File: config.mk
export PLATFORM = sky130hd
export DESIGN_NAME = present_manager
export DESIGN_NICKNAME = d
export VERILOG_FILES = /design/src/rtl/present_pkg.sv /design/src/rtl/lfsr16.sv /design/src/rtl/present_manager.sv
export SDC_FILE = /design/constraint.sdc
export NUM_CORES = 1
export LEC_CHECK = 0
export ABC_AREA = 1
export ABC_CLOCK_PERIOD_IN_PS = 3050
export BUFFER_PORTS_ARGS = -buffer_cell sky130_fd_sc_hd__buf_2
export CAP_MARGIN = 0
export CORE_ASPECT_RATIO = 2
export CORE_MARGIN = 5
export CORE_UTILIZATION = 45
export DETAILED_ROUTE_END_ITERATION = 10
export GPL_TIMING_DRIVEN = 0
export PLACE_DENSITY = 0.68
export SYNTH_ARGS = -nofsm -noshare
export SYNTH_HDL_FRONTEND = slang
export SYNTH_HIERARCHICAL = 1
export SYNTH_SLANG_ARGS = --single-unit
export TNS_END_PERCENT = 10
File: constraint.sdc
create_clock -name clk -period 3.05 [get_ports clk]
set_input_delay 0.1525 -clock clk [delete_from_list [all_inputs] [get_ports clk]]
set_output_delay 0.1525 -clock clk [all_outputs]
set_load 0.01 [all_outputs]
File: src/rtl/present_pkg.sv
// Shared types and constants for the falling-present block: FSM states, game-state
// and present-type encodings, motion/timing constants and the LFSR definition.
package present_pkg;

  typedef enum logic [1:0] {
    IDLE    = 2'd0,
    FALLING = 2'd1,
    RESTING = 2'd2
  } state_t;

  typedef enum logic [1:0] {
    GS_WELCOME   = 2'd0,
    GS_PLAY      = 2'd1,
    GS_GAME_OVER = 2'd2
  } game_state_t;

  typedef enum logic [1:0] {
    PT_LIFE        = 2'b00,
    PT_SUPER_ROPE  = 2'b01,
    PT_SUPER_SPEED = 2'b10,
    PT_IMMORTAL    = 2'b11
  } present_type_t;

  localparam int FALL_SPEED  = 2;
  localparam int FLOOR_Y     = 447;
  localparam int REST_FRAMES = 180;
  localparam int X_MAX       = 607;

  localparam logic [15:0] LFSR_SEED = 16'hACE1;
  // Taps 16,14,13,11 expressed as bit positions 15,13,12,10.
  localparam logic [15:0] LFSR_TAPS = 16'hB400;

  // Spawn column: raw 10-bit value, folded back by 512 when it would overrun X_MAX.
  function automatic logic [10:0] spawn_x(input logic [9:0] raw);
    if (raw > 10'(X_MAX))
      return 11'(raw) - 11'd512;
    else
      return 11'(raw);
  endfunction

endpackage

File: src/rtl/lfsr16.sv
// 16-bit Fibonacci LFSR, free-running every clock; synchronous load of the seed.
module lfsr16
  import present_pkg::*;
(
  input  logic        clk,
  input  logic        reset,
  input  logic [15:0] seed,
  output logic [15:0] q
);

  // NOTE: sequential state uses non-blocking (<=) so all registers update from
  // pre-edge values; blocking here would create order-dependent simulation.
  always_ff @(posedge clk) begin
    if (reset || q == 16'h0000)
      q <= seed;
    else
      q <= {q[14:0], ^(q & LFSR_TAPS)};
  end

endmodule

File: src/rtl/present_manager.sv
// Single falling present: spawns at a pseudo-random X, falls one step per frame,
// rests on the floor for a fixed number of frames, then vanishes.
module present_manager
  import present_pkg::*;
(
  input  logic        clk,
  input  logic        reset,
  input  logic        startOfFrame,
  input  logic [1:0]  gameState,
  input  logic        presentDrop,
  input  logic        col_present,
  output logic [1:0]  presentType,
  output logic [10:0] presentX,
  output logic [10:0] presentY,
  output logic        presentActive
);

  state_t      state, state_next;
  logic [15:0] lfsr_q;
  logic [7:0]  rest_cnt;
  logic [11:0] y_sum;
  logic        playing;
  logic        landing;
  logic        unused_lfsr_bits;

  lfsr16 u_lfsr (
    .clk   (clk),
    .reset (reset),
    .seed  (LFSR_SEED),
    .q     (lfsr_q)
  );

  assign unused_lfsr_bits = ^lfsr_q[15:10];
  assign playing = (gameState == GS_PLAY);
  // Sum carried at 12 bits so the floor compare can never see a wrapped value.
  assign y_sum   = {1'b0, presentY} + 12'(FALL_SPEED);
  assign landing = (y_sum >= 12'(FLOOR_Y));

  always_ff @(posedge clk) begin
    if (reset)
      state <= IDLE;
    else
      state <= state_next;
  end

  // NOTE: state_next is defaulted before the case so every path assigns it and
  // no latch is inferred.
  always_comb begin
    state_next = state;
    if (!playing) begin
      state_next = IDLE;
    end else begin
      case (state)
        IDLE:
          if (presentDrop) state_next = FALLING;
        FALLING:
          if (col_present)                  state_next = IDLE;
          else if (startOfFrame && landing) state_next = RESTING;
        RESTING:
          if (col_present)                             state_next = IDLE;
          else if (startOfFrame && rest_cnt == 8'd0)   state_next = IDLE;
        default:
          state_next = IDLE;
      endcase
    end
  end

  always_comb begin
    presentActive = (state == FALLING) || (state == RESTING);
  end

  // Position, type and rest timer; everything freezes outside play and on collision.
  always_ff @(posedge clk) begin
    if (reset) begin
      presentType <= 2'b00;
      presentX    <= 11'd0;
      presentY    <= 11'd0;
      rest_cnt    <= 8'd0;
    end else if (playing && !(col_present && state != IDLE)) begin
      case (state)
        IDLE:
          if (presentDrop) begin
            presentType <= lfsr_q[1:0];
            presentX    <= spawn_x(lfsr_q[9:0]);
            presentY    <= 11'd0;
          end
        FALLING:
          if (startOfFrame) begin
            if (landing) begin
              presentY <= 11'(FLOOR_Y);
              rest_cnt <= 8'(REST_FRAMES);
            end else begin
              presentY <= y_sum[10:0];
            end
          end
        RESTING:
          if (startOfFrame && rest_cnt != 8'd0)
            rest_cnt <= rest_cnt - 8'd1;
        default: ;
      endcase
    end
  end

endmodule
After elaboration in Yosys (flattened, before gate mapping)
Cells that the tools add are included.

cells by class
  $lt $le $gt $ge = 2
  reduce and logical (&&, ||, !) cells = 21
  bitwise logic cells = 1
  add/sub/neg operators = 3
  mux-type cells = 15
  divide/modulo/power cells = 0
  shifts and indexed selects = 0
  multiply operators = 0
  equality and inequality tests = 9

operator list
  cell                                                                 count
  two-way mux 11 bit                                                   4
  two-way mux 8 bit                                                    3
  case mux 11 bit (2 select lines)                                     1
  zero test 16 bit                                                     1
  case mux 8 bit (2 select lines)                                      1
  parity 16 bit                                                        1
  adder 11 x 2 -> 12 bit (second input constant)                       1
  greater-or-equal comparator 12 x 9 -> 1 bit (second input constant)  1
  subtractor 10 x 10 -> 11 bit (second input constant)                 1
  > comparator 10 bit (second input constant)                          1
  two-way mux 2 bit                                                    5
  zero test 8 bit                                                      1
  nonzero test 8 bit                                                   1
  subtractor 8 x 1 -> 8 bit (second input constant)                    1
  != test 2 bit (second input constant)                                3
  != test 3 bit (second input constant)                                2
  case mux 2 bit (3 select lines)                                      1
  AND reduction 3 bit                                                  2
  nonzero test 2 bit                                                   3
  logical AND 1 bit                                                    5
  AND reduction 5 bit                                                  1
  == test 2 x 1 -> 1 bit (second input constant)                       2
  AND reduction 4 bit                                                  1
  == test 2 bit (second input constant)                                1
  6 further kinds                                                      7

word-level totals
  memories = 0
  RAM bits = 0
  latch bits = 0
  word-level logic and storage cells = 57
  bits in registers = 50
  bits in read-only memories = 0

Depth between registers and ports, before layout
Gate-level depths: netlist of the first run.

  word-level depth = 6
  depth in mapped cells = 16
  gate-level depth less buffers = 16

By module
The synthesis of the first run kept the hierarchy.

by module, submodules not included
  module           cells an instance  times used  area an instance (um^2)
  present_manager  269                1           1771.7
  lfsr16           95                 1           729.4

Least setup slack after synthesis of the first run
OpenSTA, ideal clock, no wires.

  path kind = register -> register
  from = reg presentY[1]
  to = reg rest_cnt[5]
  slack = 1.102 ns
  clock period less this slack = 1.948 ns
  cell stages (with the launch flop) = 15
  required time = 2.918 ns
  arrival = 1.816 ns
  path through = dfxtp_1 ha_1 nand2_2 nor2_4 nand2_1 nand2_1 nand2_1 nor2_1 nand3_1 nand2_2 inv_2 o21ai_4 nand2_4 nand2_1 a21oi_1

on the way
  word-level cells in the longest chain between the ends = 4

RTL lines
  what                                         line                   source
  from (decl)                                  present_manager.sv:14  output logic [10:0] presentY,
  from (signal assigned)                       present_manager.sv:90  presentY <= 11'(FLOOR_Y);
  from (signal assigned)                       present_manager.sv:93  presentY <= y_sum[10:0];
  adder 11 x 2 -> 12 bit                       present_manager.sv:36  assign y_sum = {1'b0, presentY} + 12'(FALL_SPEED);
  greater-or-equal comparator 12 x 9 -> 1 bit  present_manager.sv:37  assign landing = (y_sum >= 12'(FLOOR_Y));
  != test 2 bit (no line)                      -
  AND reduction 5 bit (no line)                -
  to (signal assigned)                         present_manager.sv:91  rest_cnt <= 8'(REST_FRAMES);
  to (signal assigned)                         present_manager.sv:98  rest_cnt <= rest_cnt - 8'd1;
  to (decl)                                    present_manager.sv:20  logic [7:0] rest_cnt;

No other way between the ends.
A chain may end at the register's enable or synchronous reset.

Worst setup path in the final report of the first run
  from = reg presentY[1]
  to = reg rest_cnt[6]

Same word-level chain as after synthesis.

==> results of run 1 <==
==> cell families (layout without fill, tap and decap cells) <==
family | count (synthesis) | in the layout | synth area share (%)
other | 2 | 16 | 0.300
buffers and inverters | 52 | 91 | 9.05
flip-flops | 48 | 48 | 38.4
AND/OR/NAND/NOR | 205 | 205 | 37.2
adder cells (fa/ha/maj) | 8 | 8 | 4.00
AO/OA/AOI/OAI | 47 | 47 | 10.4
XOR/XNOR | 2 | 2 | 0.700
==> per-stage QoR <==
| stage | utilization, % | hold slack (ns) | power (mW) |
|---|---|---|---|
| finish | 52.9 | 0.154 | 1.20 |
| global route | 52.9 | 0.194 | 1.27 |
| CTS | 52.9 | 0.146 | 1.22 |
| detailed placement | 51.4 | 0.456 | 0.839 |
| global placement | 51.4 | 0.451 | 0.835 |
| floorplan | - | 0.313 | 0.794 |
==> state kept, by name (all words and copies together), names as in the netlist <==
register and cells:
presentType 1, u_lfsr/q 16, presentX 10, state 2, rest_cnt 8, presentY 11
==> how the worst max path moves through the flow <==
stage                              from                       end  depth (start not counted)
5_1_grt        presentY[1]$_SDFFE_PP0P_  rest_cnt[6]$_SDFFE_PP0P_                         14
2_1_floorplan  presentY[1]$_SDFFE_PP0P_  rest_cnt[5]$_SDFFE_PP0P_                         14
4_1_cts        presentY[1]$_SDFFE_PP0P_  rest_cnt[6]$_SDFFE_PP0P_                         14
3_3_place_gp      state[1]$_SDFFE_PP0P_  presentY[2]$_SDFFE_PP0P_                          8
3_5_place_dp   presentY[1]$_SDFFE_PP0P_  rest_cnt[7]$_SDFFE_PP0P_                         14
6_report       presentY[1]$_SDFFE_PP0P_  rest_cnt[6]$_SDFFE_PP0P_                         14
==> critical path, delay by kind of cell (launching register included) <==
| kind | cells | cell delay [ns] |
|---|---|---|
| AND/OR/NAND/NOR | 10 | 1.05 |
| flip-flops | 1 | 0.43 |
| AO/OA/AOI/OAI | 2 | 0.35 |
| adder cells (fa/ha/maj) | 1 | 0.24 |
| buffers and inverters | 1 | 0.09 |
==> power by group through the flow <==
stage / clock (mW) / combinational, mW / sequential, mW
floorplan: 0 / 0.102 / 0.692
CTS: 0.390 / 0.146 / 0.680
detailed placement: 0 / 0.145 / 0.694
finish: 0.377 / 0.144 / 0.680
global route: 0.415 / 0.166 / 0.684
global placement: 0 / 0.141 / 0.694
==> cell usage after synthesis <==
cell type and count:
dfxtp_1 48, conb_1 2, nand2_4 2, o2111ai_1 1
buf_1 2, clkinv_1 1, nor2_2 3, xor2_1 1
buf_6 1, inv_2 3, nand4_1 3, xnor2_1 1
o21ai_4 1, buf_12 1, inv_1 39, nand2_2 16
nand2_8 1, nor2_1 44, a21oi_2 1, or2_2 1
a21oi_1 21, nand2_1 88, buf_4 2, o31ai_1 1
clkbuf_1 3, nand3_1 43, nor3_1 2, ha_1 8
nor2_4 2, o21ai_0 21, a211oi_1 1
==> metal layers <==
layer	vias to the layer above	global-route usage, %
met5	-	0
met4	0	5.38
met3	5	2.33
met2	35	35.1
met1	1068	15.7
li1	1238	-
==> layout make-up <==
cell class	instances	area (µm²)	area share (%)
multi-input combinational	278	1370	47.6
clock buffer	7	76.3	2.66
inverter	43	161	5.63
buffer	9	65.1	2.27
sequential	48	961	33.5
tap	60	75.1	2.62
timing repair buffer	31	155	5.41
clock inverter	1	8.76	0.305
==> results.yml, run 1 <==
yosys:
  netlist_area_mm2: 0.00250
  yosysTopAreaCell: "dfxtp_1"
  synth_top_area_share_pct: 38.4
  yosys_warnings: 6
  ys_ff_latch: 48
  yosys-top-cells-area: "dfxtp_1 38%, nand2_1 13%, nand3_1 8.6%, nor2_1 6.6%, inv_1 5.9%"
  synthCells: 364
  ys_seq_area_share_pct: 38.4
  ys_types: 31
  syn_avg_cell_area_um2: 6.87
power_and_ir_drop:
  sw_frac_of_total_pct: 27.1
  clockPowerShare_pct: 31.4
  switching_power_uw: 325
  peakVddDrop_mv: 0.372
  powerDensity_mw_per_mm2: 418
  p_leak_nw: 1.43
  p_seq_share_pct: 56.6
  internal_power_uw: 876
  comb_power_share_pct: 12.0
route:
  drtIter0Drc: 90
  firstDrtPassIters: 4
  drc: 0
  vias: 2346
  top_layer_used: "met4"
  wl_met2_mm: 3.35
  avgRoutedWirePerCell_um: 12.2
  routed_via_density: 4.92
  wl_met1_mm: 2.20
  ant_nets: 0
  wl_mm: 5.81
  wl_met3_um: 175
placement:
  dp_hpwl_mm: 4.52
  dp_slack_ns: 0.793
  place_congestion: 0.788
  dpl_cell_area_mm2: 0.00278
  io_buffers: 31
  dp_cells: 469
global_routing:
  grt_max_degree: 15
  antenna_found_initial: 0
  grt_first_pass_wirelength_mm: 9.92
  globalRouteTotalUtil_pct: 16.7
  grt_pass1_vias: 2328
  grt-ovfl-total: 0
min_path:
  hp-start: "presentDrop"
  holdPathEnd: "state[0]$_SDFFE_PP0P_"
  min_path_cells: 3
  min_path_type: "input port to register"
setup_path:
  crit_fanout: 9
  cp-end-kind: "register"
  cp_slowest_cell: "dfxtp_1"
  r2r_end: "rest_cnt[6]$_SDFFE_PP0P_"
  crit-reg2reg-launch: "presentY[1]$_SDFFE_PP0P_"
  reg2regPathDepth: 14
  critPathArrivalTime_ns: 2.46
  worst-r2r-setup-slack_ns: 0.75
  crit_chain: "ha_1 > nand2_2 > nor2_4 > nand2_1 > nand2_1 > nand2_1 > nor2_1 > nand3_1 > nand2_2 > inv_2 > o21ai_4 > nand2_4 > nand2_1 > a21oi_1"
  cp.required_ns: 3.21
  path_class: "register to register"
  max_stage_delay_ns: 0.43
  startpoint_type: "register"
  critPathMostFrequentCell: "nand2_1"
cts:
  cts-root-buf: "clkbuf_8"
  cts_made_buffers: 5
  insertion_delay_ns: 0.30
  cts_tree: "yes"
  postCtsHoldBufs: 0
  cts.sinks: 48
  cts_setup_buffers: 0
  clkTransAtPathRegs_ns: 0.09
  htree_levels: 2
  ctsResizeCount: 0
  cts_buffer_depth: 2
floorplanning:
  start_util_pct: 46.1
  fp.dieW_um: 62.7
  coreArea_mm2: 0.00542
  fp.dieH_um: 115
  fp-row-count: 38
  ios: 32
  fp.dieArea_mm2: 0.00724
timing:
  fin_crit_sh_pct: 75.2
  fmax_mhz: 436
  rsz0062_at_grt: "no"
  setup_viol: 0
  clock_skew_ns: 0.00432
  setup_tns_ns: 0
  relSlewSlack_pct: 62.5
  hold_viol_final: 0
  drv_slew: 0
  worstMarginPinSlew_ns: 0.562
  min_period_ns: 2.30
  setup_ws_ns: 0.755
layout:
  diodes: 0
  fin_area_mm2: 0.00287
  layout.nets: 431
  drive_gt1_share_pct: 17.0
  area_growth_pct: 14.7
  final_cell_mix: "88 x nand2_1, 48 x dfxtp_1, 44 x nor2_1, 43 x nand3_1, 39 x inv_1"
  final_common_cell: "nand2_1"
  fillCellCount: 590
  fin_cells: 477
status:
  status: "finished clean"
job:
  maxCapViolCount: 0
No activity file was read; power rests on OpenSTA's default activity.
==> inputs of run 2 (changes only) <==
Settings changed: ABC_CLOCK_PERIOD_IN_PS 3050 to 2000, PLACE_DENSITY 0.68 to 0.7.
Clock period 3.05 ns to 2 ns, I/O delays scaled along.
==> run 2 against run 1 <==
Register-to-register slack got worse by 0.70 ns. Combinational power increased by 58%. Fmax increased by 18%. Sequential share of layout area decreased by 1.1 points. Non-clock buffer count increased by 8. Sequential power increased by 51%. Worst hold slack got worse by 0.068 ns. Core utilization increased by 2.4 points. Global-route usage increased by 1.4 points.
==> results.yml, run 2 (synthesis gave the netlist of run 1 again) <==
floorplanning:
  start_util_pct: 46.1
  coreArea_mm2: 0.00542
  ios: 32
  fp.dieW_um: 62.7
  fp.dieH_um: 115
  fp-row-count: 38
  fp.dieArea_mm2: 0.00724
route:
  drc: 0
  routed_via_density: 5.04
  firstDrtPassIters: 4
  ant_nets: 0
  drtIter0Drc: 89
  wl_mm: 6.06
  avgRoutedWirePerCell_um: 12.5
  vias: 2446
layout:
  fillCellCount: 553
  top_regs: "u_lfsr/q (16), presentY (11), presentX (10)"
  diodes: 0
  final_common_cell: "nand2_1"
  multi_input_area_mm2: 0.00143
  seqCellArea_um2: 972
  drive_gt1_share_pct: 22.8
  layout.nets: 440
  finish.utilization_pct: 55.4
  area_growth_pct: 20.0
  largest_register_ffs: 16
  fin_cells: 485
  final_cell_mix: "82 x nand2_1, 43 x nor2_1, 43 x dfxtp_1, 41 x nand3_1, 39 x inv_1"
  largest_register: "u_lfsr/q"
timing:
  min_period_ns: 1.94
  holdWs_ns: 0.0855
  worstMarginPinSlew_ns: 0.546
  fin_crit_sh_pct: 97.1
  clock_skew_ns: 0.00576
  setup_viol: 0
  drv_slew: 0
  rsz0062_at_grt: "yes"
  fmax_mhz: 515
  hold_viol_final: 0
  relSlewSlack_pct: 63.6
cts:
  cts-root-buf: "clkbuf_8"
  cts.sinks: 48
  htree_levels: 2
  cts_made_buffers: 5
  insertion_delay_ns: 0.31
  cts_tree: "yes"
  cts_buffer_depth: 2
  clkTransAtPathRegs_ns: 0.09
power_and_ir_drop:
  power_mw: 1.82
  peakVddDrop_mv: 0.814
  powerDensity_mw_per_mm2: 606
  p_leak_nw: 1.50
global_routing:
  grt_first_pass_wirelength_mm: 10.6
  met3_usage_pct: 4.66
  grt_pass1_vias: 2468
  globalRouteTotalUtil_pct: 18.1
  met2_usage_pct: 37.2
  grt_max_degree: 14
  antenna_found_initial: 0
  met1_usage_pct: 15.6
  grt-ovfl-total: 0
  grt_busiest_layer: "met2"
setup_path:
  path_class: "register to register"
  startpoint_type: "register"
  critPathArrivalTime_ns: 2.12
  cp-end-kind: "register"
  crit_fanout: 10
  cp.required_ns: 2.18
job:
  maxCapViolCount: 0
min_path:
  min_path_type: "input port to register"
status:
  status: "finished clean"
placement:
  place_congestion: 0.821
  dp_cells: 469
  dp_hpwl_mm: 4.64
  io_buffers: 31
## run 2: final cells by class
cell class | count | area share (%)
Buffer | 9 | 2.17
Clock buffer | 6 | 2.42
Clock inverter | 1 | 0.167
Inverter | 43 | 5.46
Multi-Input combinational cell | 279 | 47.7
Sequential cell | 48 | 32.4
Tap cell | 60 | 2.50
Timing Repair Buffer | 39 | 7.17
## run 2: worst paths after layout
check             cells after the start                     start                        to  slack, ns
hold / removal                        3               presentDrop     state[0]$_SDFFE_PP0P_       0.09
setup / recovery                      8     state[0]$_SDFFE_PP0P_  rest_cnt[5]$_SDFFE_PP0P_       0.06
setup reg to reg                      8     state[0]$_SDFFE_PP0P_  rest_cnt[5]$_SDFFE_PP0P_       0.06
hold reg to reg                       2  rest_cnt[0]$_SDFFE_PP0P_  rest_cnt[0]$_SDFFE_PP0P_       0.47
## run 2: timing repair
action,CTS,global route
buffers inserted,3,5
gates cloned,1,0
pin swaps,3,7
hold buffers,0,0
resized for setup,11,12
setup endpoints to repair,18,19
## run 2: report_power, final
group	switching [mW]	internal, mW	leakage, nW
registers	0.0351	0.999	0.397
logic	0.140	0.0874	1.06
clock network	0.317	0.238	0.0410
total	0.492	1.32	1.50
## run 2: worst max-delay path, cell delays in order (launching register included)
cell	delay, ns
dfxtp_1	0.39
inv_1	0.08
ha_1	0.28
inv_1	0.18
nand2_1	0.09
a21oi_2	0.45
nand2_4	0.18
nand2_2	0.11
a21oi_2	0.05
## run 2: per-layer routing
metal,wire length (µm),vias up
met5,0,-
met4,146,0
met3,248,13
met2,3610,51
met1,2060,1123
li1,-,1259
## run 2: per-stage QoR
step / instance area [µm²] / setup WS, ns / TNS, ns
after floorplan: 2550 / 0.0518 / 0
after CTS: 2930 / -0.000565 / -0.000565
after global routing: 3000 / -0.115 / -0.875
final: 3000 / 0.0577 / 0
after detailed placement: 2780 / -0.240 / -3.23
after global placement: 2780 / -0.211 / -2.74
